**config.mk**
```make
export PLATFORM = sky130hd
export DESIGN_NAME = vend_ctrl
export DESIGN_NICKNAME = d
export VERILOG_FILES = /design/src/rtl/vend_pkg.sv /design/src/rtl/vend_ack_timer.sv /design/src/rtl/vend_ctrl.sv
export SDC_FILE = /design/constraint.sdc
export NUM_CORES = 1
export LEC_CHECK = 0
export ABC_AREA = 1
export ABC_CLOCK_PERIOD_IN_PS = 5980
export CAP_MARGIN = 0
export CELL_PAD_IN_SITES_DETAIL_PLACEMENT = 2
export CELL_PAD_IN_SITES_GLOBAL_PLACEMENT = 2
export CORE_UTILIZATION = 30
export CTS_CLUSTER_SIZE = 25
export DETAILED_ROUTE_END_ITERATION = 8
export GPL_TIMING_DRIVEN = 0
export PLACE_DENSITY = 0.87
export SLEW_MARGIN = 20
export SYNTH_ARGS = -nofsm -noshare
export SYNTH_HDL_FRONTEND = slang
export SYNTH_SLANG_ARGS = --single-unit
```
**constraint.sdc**
```tcl
create_clock -name clk -period 5.98 [get_ports clk]
set_clock_uncertainty 0.15 [all_clocks]
set_input_delay 1.794 -clock clk [delete_from_list [all_inputs] [get_ports clk]]
set_output_delay 1.794 -clock clk [all_outputs]
set_load 0.01 [all_outputs]
```
**src/rtl/vend_pkg.sv**
```systemverilog
// Shared types and helpers for the vending transaction controller.
// Contents: state enum, coin encodings, coin_value() decoder.
package vend_pkg;

   typedef enum logic [2:0] {
      S_IDLE    = 3'd0,
      S_VEND    = 3'd1,
      S_CHG_REQ = 3'd2,
      S_CHG_GAP = 3'd3,
      S_FAULT   = 3'd4
   } state_t;

   localparam logic [1:0] COIN_NONE = 2'b00;
   localparam logic [1:0] COIN_ONE  = 2'b01;
   localparam logic [1:0] COIN_TWO  = 2'b10;
   localparam logic [1:0] COIN_BAD  = 2'b11;

   // Credit value of a coin code; invalid and empty codes are worth nothing.
   function automatic logic [1:0] coin_value(input logic [1:0] coin);
      case (coin)
         COIN_ONE: coin_value = 2'd1;
         COIN_TWO: coin_value = 2'd2;
         default:  coin_value = 2'd0;
      endcase
   endfunction

endpackage

```
**src/rtl/vend_ack_timer.sv**
```systemverilog
// Acknowledge timeout counter for the vending controller.
// Ports:
//   clk, rst      - clock, synchronous active-high reset
//   i_clr         - restart count (new request or ack)
//   i_run         - count while a request is outstanding
//   o_expired_c   - combinational: request has been high TIMEOUT_CYC cycles
module vend_ack_timer #(
   parameter int unsigned TIMEOUT_CYC = 64
) (
   input  logic clk,
   input  logic rst,
   input  logic i_clr,
   input  logic i_run,
   output logic o_expired_c
);

   localparam int unsigned TW = $clog2(TIMEOUT_CYC + 1);

   logic [TW-1:0] r_cnt;

   // Counts cycles of the outstanding request; saturates at the limit.
   always_ff @(posedge clk) begin
      if (rst) begin
         r_cnt <= '0;
      end else if (i_clr) begin
         r_cnt <= '0;
      end else if (i_run && (r_cnt != TW'(TIMEOUT_CYC - 1))) begin
         r_cnt <= r_cnt + TW'(1);
      end
   end

   // Count is 0 in the first request cycle, so this flags the TIMEOUT_CYC-th.
   assign o_expired_c = i_run && (r_cnt == TW'(TIMEOUT_CYC - 1));

endmodule

```
**src/rtl/vend_ctrl.sv**
```systemverilog
// Vending transaction controller: accumulates coin credit, vends at PRICE,
// pays change/refunds one unit per hopper handshake, handles cancel.
// Optional macro VEND_TIMEOUT_EN: ack timeout drives a sticky FAULT state.
// Ports:
//   clk, rst            - clock, synchronous active-high reset
//   coin[1:0]           - 00 none, 01 one unit, 10 two units, 11 invalid
//   cancel              - refund request (honoured in IDLE only)
//   disp_req / disp_ack - dispenser handshake
//   chg_req / chg_ack   - change hopper handshake, one unit per ack
//   credit[CW-1:0]      - accumulated credit
//   busy                - not IDLE
//   coin_rej            - one-cycle pulse per rejected coin
//   err                 - sticky fault flag
module vend_ctrl
   import vend_pkg::*;
#(
   parameter int unsigned PRICE       = 3,
   parameter int unsigned CW          = 4,
   parameter int unsigned TIMEOUT_CYC = 64
) (
   input  logic          clk,
   input  logic          rst,
   input  logic [1:0]    coin,
   input  logic          cancel,
   output logic          disp_req,
   input  logic          disp_ack,
   output logic          chg_req,
   input  logic          chg_ack,
   output logic [CW-1:0] credit,
   output logic          busy,
   output logic          coin_rej,
   output logic          err
);

   state_t        r_state, w_next_state;
   logic [CW-1:0] r_credit, w_next_credit;
   logic [CW-1:0] r_change, w_next_change;
   logic [CW-1:0] w_total;
   logic          r_disp_req, w_next_disp_req;
   logic          r_chg_req, w_next_chg_req;
   logic          r_busy, w_next_busy;
   logic          r_coin_rej, w_next_coin_rej;
   logic          w_tmr_expired;

`ifdef VEND_TIMEOUT_EN
   logic r_err, w_next_err;
   logic w_tmr_clr, w_tmr_run;

   // Restart on every new request and on every honoured ack.
   assign w_tmr_clr = (w_next_disp_req & ~r_disp_req) |
                      (w_next_chg_req & ~r_chg_req)   |
                      (r_disp_req & disp_ack)         |
                      (r_chg_req & chg_ack);
   assign w_tmr_run = r_disp_req | r_chg_req;

   vend_ack_timer #(
      .TIMEOUT_CYC (TIMEOUT_CYC)
   ) u_ack_timer (
      .clk         (clk),
      .rst         (rst),
      .i_clr       (w_tmr_clr),
      .i_run       (w_tmr_run),
      .o_expired_c (w_tmr_expired)
   );
`else
   logic w_unused_tmo;

   // Timeout parameter has no effect in this build.
   assign w_unused_tmo  = ^32'(TIMEOUT_CYC);
   assign w_tmr_expired = 1'b0;
`endif

   // Credit after this cycle's coin; invalid coins are worth 0.
   assign w_total = r_credit + CW'(coin_value(coin));

   // Next-state, next-credit/change and next-output decode.
   always_comb begin
      w_next_state    = r_state;
      w_next_credit   = r_credit;
      w_next_change   = r_change;
      w_next_coin_rej = 1'b0;

      case (r_state)
         S_IDLE: begin
            w_next_coin_rej = (coin == COIN_BAD);
            // Cancel wins over vend; a same-cycle coin is counted first.
            if (cancel) begin
               w_next_change = w_total;
               w_next_credit = '0;
               if (w_total != '0) begin
                  w_next_state = S_CHG_REQ;
               end
            end else if (w_total >= CW'(PRICE)) begin
               w_next_change = w_total - CW'(PRICE);
               w_next_credit = '0;
               w_next_state  = S_VEND;
            end else begin
               w_next_credit = w_total;
            end
         end
         S_VEND: begin
            w_next_coin_rej = (coin != COIN_NONE);
            if (disp_ack) begin
               w_next_state = (r_change != '0) ? S_CHG_REQ : S_IDLE;
            end else if (w_tmr_expired) begin
               w_next_state = S_FAULT;
            end
         end
         S_CHG_REQ: begin
            w_next_coin_rej = (coin != COIN_NONE);
            if (chg_ack) begin
               w_next_change = r_change - CW'(1);
               w_next_state  = (r_change != CW'(1)) ? S_CHG_GAP : S_IDLE;
            end else if (w_tmr_expired) begin
               w_next_state = S_FAULT;
            end
         end
         S_CHG_GAP: begin
            w_next_coin_rej = (coin != COIN_NONE);
            w_next_state    = S_CHG_REQ;
         end
         S_FAULT: begin
            w_next_coin_rej = (coin != COIN_NONE);
         end
         default: begin
            w_next_state = S_IDLE;
         end
      endcase

      // Requests are decoded from the next state so they are registered.
      w_next_disp_req = (w_next_state == S_VEND);
      w_next_chg_req  = (w_next_state == S_CHG_REQ);
      w_next_busy     = (w_next_state != S_IDLE);
   end

`ifdef VEND_TIMEOUT_EN
   assign w_next_err = r_err | (w_next_state == S_FAULT);
`endif

   // State and registered outputs.
   always_ff @(posedge clk) begin
      if (rst) begin
         r_state    <= S_IDLE;
         r_credit   <= '0;
         r_change   <= '0;
         r_disp_req <= 1'b0;
         r_chg_req  <= 1'b0;
         r_busy     <= 1'b0;
         r_coin_rej <= 1'b0;
      end else begin
         r_state    <= w_next_state;
         r_credit   <= w_next_credit;
         r_change   <= w_next_change;
         r_disp_req <= w_next_disp_req;
         r_chg_req  <= w_next_chg_req;
         r_busy     <= w_next_busy;
         r_coin_rej <= w_next_coin_rej;
      end
   end

`ifdef VEND_TIMEOUT_EN
   always_ff @(posedge clk) begin
      if (rst) begin
         r_err <= 1'b0;
      end else begin
         r_err <= w_next_err;
      end
   end
   assign err = r_err;
`else
   assign err = 1'b0;
`endif

   assign disp_req = r_disp_req;
   assign chg_req  = r_chg_req;
   assign credit   = r_credit;
   assign busy     = r_busy;
   assign coin_rej = r_coin_rej;

endmodule
```
# == Word level (Yosys, flattened, before mapping) ==
# Index checks and enable logic that the tools add are counted.
# totals
regBits,15
in_bits,7
# classes
n_addsub,3
order_cmp,1
n_eq_ne,12
mux,16
reduce_logical,8
# ops
cell,count
2-to-1 mux 4 bit,5
2-to-1 mux 3 bit,5
case mux 3 bit (5 select lines),1
"== test 3 x 2 -> 1 bit, second input constant",3
case mux 4 bit (2 select lines),1
nonzero test 4 bit,2
"== test 3 x 1 -> 1 bit, second input constant",2
adder 4 x 2 -> 4 bit,1
"== test 2 bit, second input constant",2
"greater-or-equal comparator 4 x 2 -> 1 bit, second input constant",1
2-to-1 mux 2 bit,2
"inequality test 4 x 1 -> 1 bit, second input constant",1
case mux 2 bit (2 select lines),1
nonzero test 2 bit,2
OR reduction 4 bit,1
"subtractor 4 x 1 -> 4 bit, second input constant",1
"subtractor 4 x 2 -> 4 bit, second input constant",1
"== test 3 bit, second input constant",1
logical NOT 3 bit,1
"inequality test 3 bit, second input constant",1
AND reduction 3 bit,1
nonzero test 3 bit,1
"== test 2 x 1 -> 1 bit, second input constant",1
"inequality test 2 bit, second input constant",1
case mux 1 bit (2 select lines),1

# == Logic depth before layout (Yosys ltp) ==
# depth
word_depth,8
ltp_mapped,14

# == Worst setup path after synthesis ==
# No wires, ideal clock.
# synth_path
path_kind,input to register
start,in coin[0]
end,reg r_busy (netlist: busy)
setup_ns,0.114
arrival_time_ns,3.413
t_required_ns,5.716
setup_slack_ns,2.303
stages,13
n_path_buf,0
cell_sequence,inv_1 -> nor2_1 -> ha_1 -> inv_1 -> fa_1 -> inv_1 -> ha_1 -> nor2_1 -> nand2_1 -> nand2_1 -> nand2_1 -> nand2_1 -> nand2_1
# synth_via
elab_chain_len,8
elab_cells_between_ends,11
cone_classes,1 x add/sub; 1 x order compare; 2 x eq/ne; 5 x mux; 2 x reduce/logical
# synth_lines
item,line,rtl
start: declaration,vend_ctrl.sv:23,"input logic [1:0] coin,"
== test 2 bit / == test 2 x 1 -> 1 bit (equally long branches),vend_pkg.sv:20,case (coin)
case mux 2 bit (2 select lines) (*),vend_pkg.sv:20,
adder 4 x 2 -> 4 bit (*),vend_ctrl.sv:74,assign w_total = r_credit + CW'(coin_value(coin));
greater-or-equal comparator 4 x 2 -> 1 bit / nonzero test 4 bit (equally long branches),"vend_ctrl.sv:93, vend_ctrl.sv:90",
"2-to-1 mux 3 bit, on equally long branches","vend_ctrl.sv:93, vend_ctrl.sv:90",
2-to-1 mux 3 bit (*),vend_ctrl.sv:87,if (cancel) begin
case mux 3 bit (5 select lines) (*),vend_ctrl.sv:83,case (r_state)
nonzero test 3 bit (*),vend_ctrl.sv:133,w_next_busy = (w_next_state != S_IDLE);
end signal: assignment,vend_ctrl.sv:156,r_busy <= w_next_busy;
end: declaration,vend_ctrl.sv:41,"logic r_busy, w_next_busy;"
# Mark *: on every way between the ends. The rest lies on a longest branch, timed or not.
# A chain may end at the register's enable or synchronous reset.

# == Final worst setup path ==
# layout_path
start,in coin[0]
end,reg r_change[2]
# layout_via
elab_chain_len,7
elab_cells_between_ends,11
cone_classes,2 x add/sub; 1 x order compare; 3 x eq/ne; 4 x mux; 1 x reduce/logical
# layout_lines
item,line,rtl
== test 2 bit / == test 2 x 1 -> 1 bit (equally long branches),vend_pkg.sv:20,
case mux 2 bit (2 select lines) (*),vend_pkg.sv:20,
adder 4 x 2 -> 4 bit (*),vend_ctrl.sv:74,
subtractor 4 x 2 -> 4 bit,vend_ctrl.sv:94,w_next_change = w_total - CW'(PRICE);
2-to-1 mux 4 bit,vend_ctrl.sv:93,end else if (w_total >= CW'(PRICE)) begin
2-to-1 mux 4 bit,vend_ctrl.sv:87,
case mux 4 bit (2 select lines),vend_ctrl.sv:83,
end signal: assignment,vend_ctrl.sv:153,r_change <= w_next_change;
end: declaration,vend_ctrl.sv:37,"logic [CW-1:0] r_change, w_next_change;"
# Mark *: on every way between the ends. The rest lies on a longest branch, timed or not. The select of a mux whose other input is x is not followed.

==> metrics <==
Setup CP Type=input pin to flip-flop; routability congestion estimate=0.734; ranking of synthesized cells by area=dfxtp_1 (30%), nand2_1 (14%), nand3_1 (8.4%); synthesized net count=166; die extent in x=~60 um; Switching Share=between 40% and 50%; DP Wirelength=between 2000 and 2500 um; CTS tree=built; critical path arrival=between 4 and 5 ns; leak pwr=between 0.0005 and 0.0006 uW; vias per cell=4.73; fmax=~240 MHz; die area=roughly 3600 um2; maxcap violations=0; Num CTS Buffers=3; Routed WL=~2800 um; total gr overflow=0; Max stage delay on crit path=approximately 0.52 ns; logic gate share of total power=between 40% and 50%; Max VDD drop=around 0.079 mV; Final Cell Area=between 1000 and 1500 um2; synth unique cells=27; Power, Total=approximately 320 uW; most common flop cell mapped by yosys=dfxtp_1; most frequent cell after synthesis=nand2_1; Die Ht=60.2 um; latest clock arrival within the worst-skew pair=approximately 0.29 ns; synthesized cell area=just over 1000 um2; largest net degree at the start of global routing=10; cell count after synthesis=approximately 150; Setup Buffers After CTS=0; fill count=approximately 400; Core ar.=3130 um2; TNS Setup=0 ns; fin. max-slew vios=0; Detail Route Antenna Nets=0; H-tree levels=1; synth cell count leaders=nand2_1 (39), nand3_1 (17), inv_1 (16); Fin. Hold Viols=0; 1st-iter DRT viols=13; CP max FO=6; Ports=16; vias=a little over 1,000; Clock Power Share=between 10% and 20%; Ant. Diodes=0; number of global-route vias before repair=between 1,000 and 1,500; slowest stage cell, crit path=fa_1; Post-CTS Hold Fix Bufs=0; Post-synth ARST share=0%; cell accounting for the most synthesized area=dfxtp_1; post-CTS resize count=0; initial antenna violation count=0; clock sinks=15; CP required=6.03 ns; fin nets=approximately 180; Hold Path Class=flip-flop to flip-flop; top cell type's share of synthesized area=29.5%; register area=approximately 300 um2; Starting Density=around a third; Port Buffers=13; Post-synth EDFFs=0; Pwr Density=~260 nW/um2; worst path bufs/invs=4; sw power=129 uW; Synth Register Bits=15; Flop pwr share=around two fifths; router iterations before antenna repair=2; post-synthesis sequential area ratio=29.5%; part of the cycle the worst path needs=around 70%; Setup crit start kind=input pin; CP Capture Type=flip-flop; Total GRT Usage=between 10% and 20%; synthesized area per cell=6.69 um2; Clock Pin Slew Worst Setup and Hold Paths=0.10 ns; final core utilization=39.3%; dpl cell area=between 1000 and 1500 um2; Layout area overhead=20.9%; Internal=~190 uW; warnings from Yosys=0; Post-route DRC=0; outcome=finished clean; Clock Path Buffers=2; cells along the critical path=clkdlybuf4s50_1, inv_1, nor2_1, ha_1, inv_1, fa_1, inv_1, ha_1, nor2_1, nand3_2, nand2_4, nand2_1, nand2_1, nor2_1; clk root buf=clkbuf_4; area of the multi-input gates=between 600 and 700 um2; layout cells sized above 1=between 10% and 20%; RSZ-0062 raised after global routing=no; Worst path top cell family by delay=adder cells; Final min period=4.18 ns; WL/cell=13.3 um; first-pass GRT wire length=between 4000 and 5000 um; # rows=20; # setup viols final=0
-- final timing paths --
kind	startpoint	to	slack (ns)	cells past startpoint
hold reg to reg	r_change[1]	r_change[1]	0.32	2
setup / recovery	coin[0]	r_change[2]	1.80	14
setup reg to reg	credit[0]	r_change[2]	3.57	11
hold / removal	r_change[1]	r_change[1]	0.32	2
-- registers in the layout, summed over array words and instances, names as in the netlist --
signal / flops
credit: 4
r_change: 4
r_state: 3
busy: 1
chg_req: 1
coin_rej: 1
disp_req: 1
-- metal layers --
layer  vias up  share of wire [%]  track usage, %
met5         -                  0               0
met4         0                1.2            6.98
met3         4                1.8            1.95
met2        10                 51            32.8
met1       484                 47            23.9
li1        510                  -               -
-- cell usage in the layout (no fill, tap or decap) --
master,Yosys,routed
a21oi_1,6,6
a31oi_1,1,1
buf_4,1,1
clkbuf_2,1,1
clkbuf_4,0,3
clkdlybuf4s50_1,0,13
clkinv_2,0,1
conb_1,1,1
dfxtp_1,15,15
fa_1,1,1
ha_1,6,6
inv_1,16,16
inv_2,8,8
inv_4,2,2
nand2_1,39,39
nand2_2,2,2
nand2_4,1,1
nand3_1,17,17
nand3_2,1,1
nor2_1,13,13
nor2_2,1,1
nor2_4,1,1
nor3_1,5,5
nor3_4,1,1
o21ai_0,4,4
o21ai_1,2,2
o21ai_4,1,1
o22ai_1,1,1
or2_1,1,1
xor2_1,4,4
-- tightest hold or removal path, delay by kind of cell (launching register included) --
kind | cells | cell delay [ns]
AND/OR/NAND/NOR | 1 | 0.06
flip-flops | 1 | 0.32
AO/OA/AOI/OAI | 1 | 0.05
-- kinds of logic after synthesis --
logic type | synth area share (%)
and+or+nand+nor | 37.3
buffers and inverters | 11.3
AOI/OAI and AO/OA | 8.73
DFF | 29.5
adders and majority gates | 9.35
xor gates and xnor gates | 3.44
other | 0.369
-- stage by stage --
step | worst slack, ns | cells | hold slack (ns)
after floorplan | 2.30 | 152 | 0.289
after global placement | 1.58 | 209 | 0.304
after detailed placement | 1.46 | 209 | 0.305
after CTS | 1.77 | 213 | 0.322
after global routing | 1.58 | 213 | 0.356
final | 1.80 | 213 | 0.317
-- area by class of cell --
type                    count  share of cell area, %
plain buffers               2                   1.02
clock buffers               3                   1.83
clock inverters             1                  0.407
flip-flops and latches     15                   24.4
inverters                  26                   8.34
well taps                  44                   4.48
repair buffers             13                   10.6
multi-input cells         109                   48.9
-- power groups by stage --
stage / Sequential (uW) / Clock, uW / Combinational (uW)
global route: 124 / 70.3 / 153
finish: 122 / 62.9 / 135
detailed placement: 125 / 0 / 136
global placement: 124 / 0 / 128
floorplan: 126 / 0 / 92.0
CTS: 123 / 66.3 / 138
No activity file was read; power rests on OpenSTA's default activity.
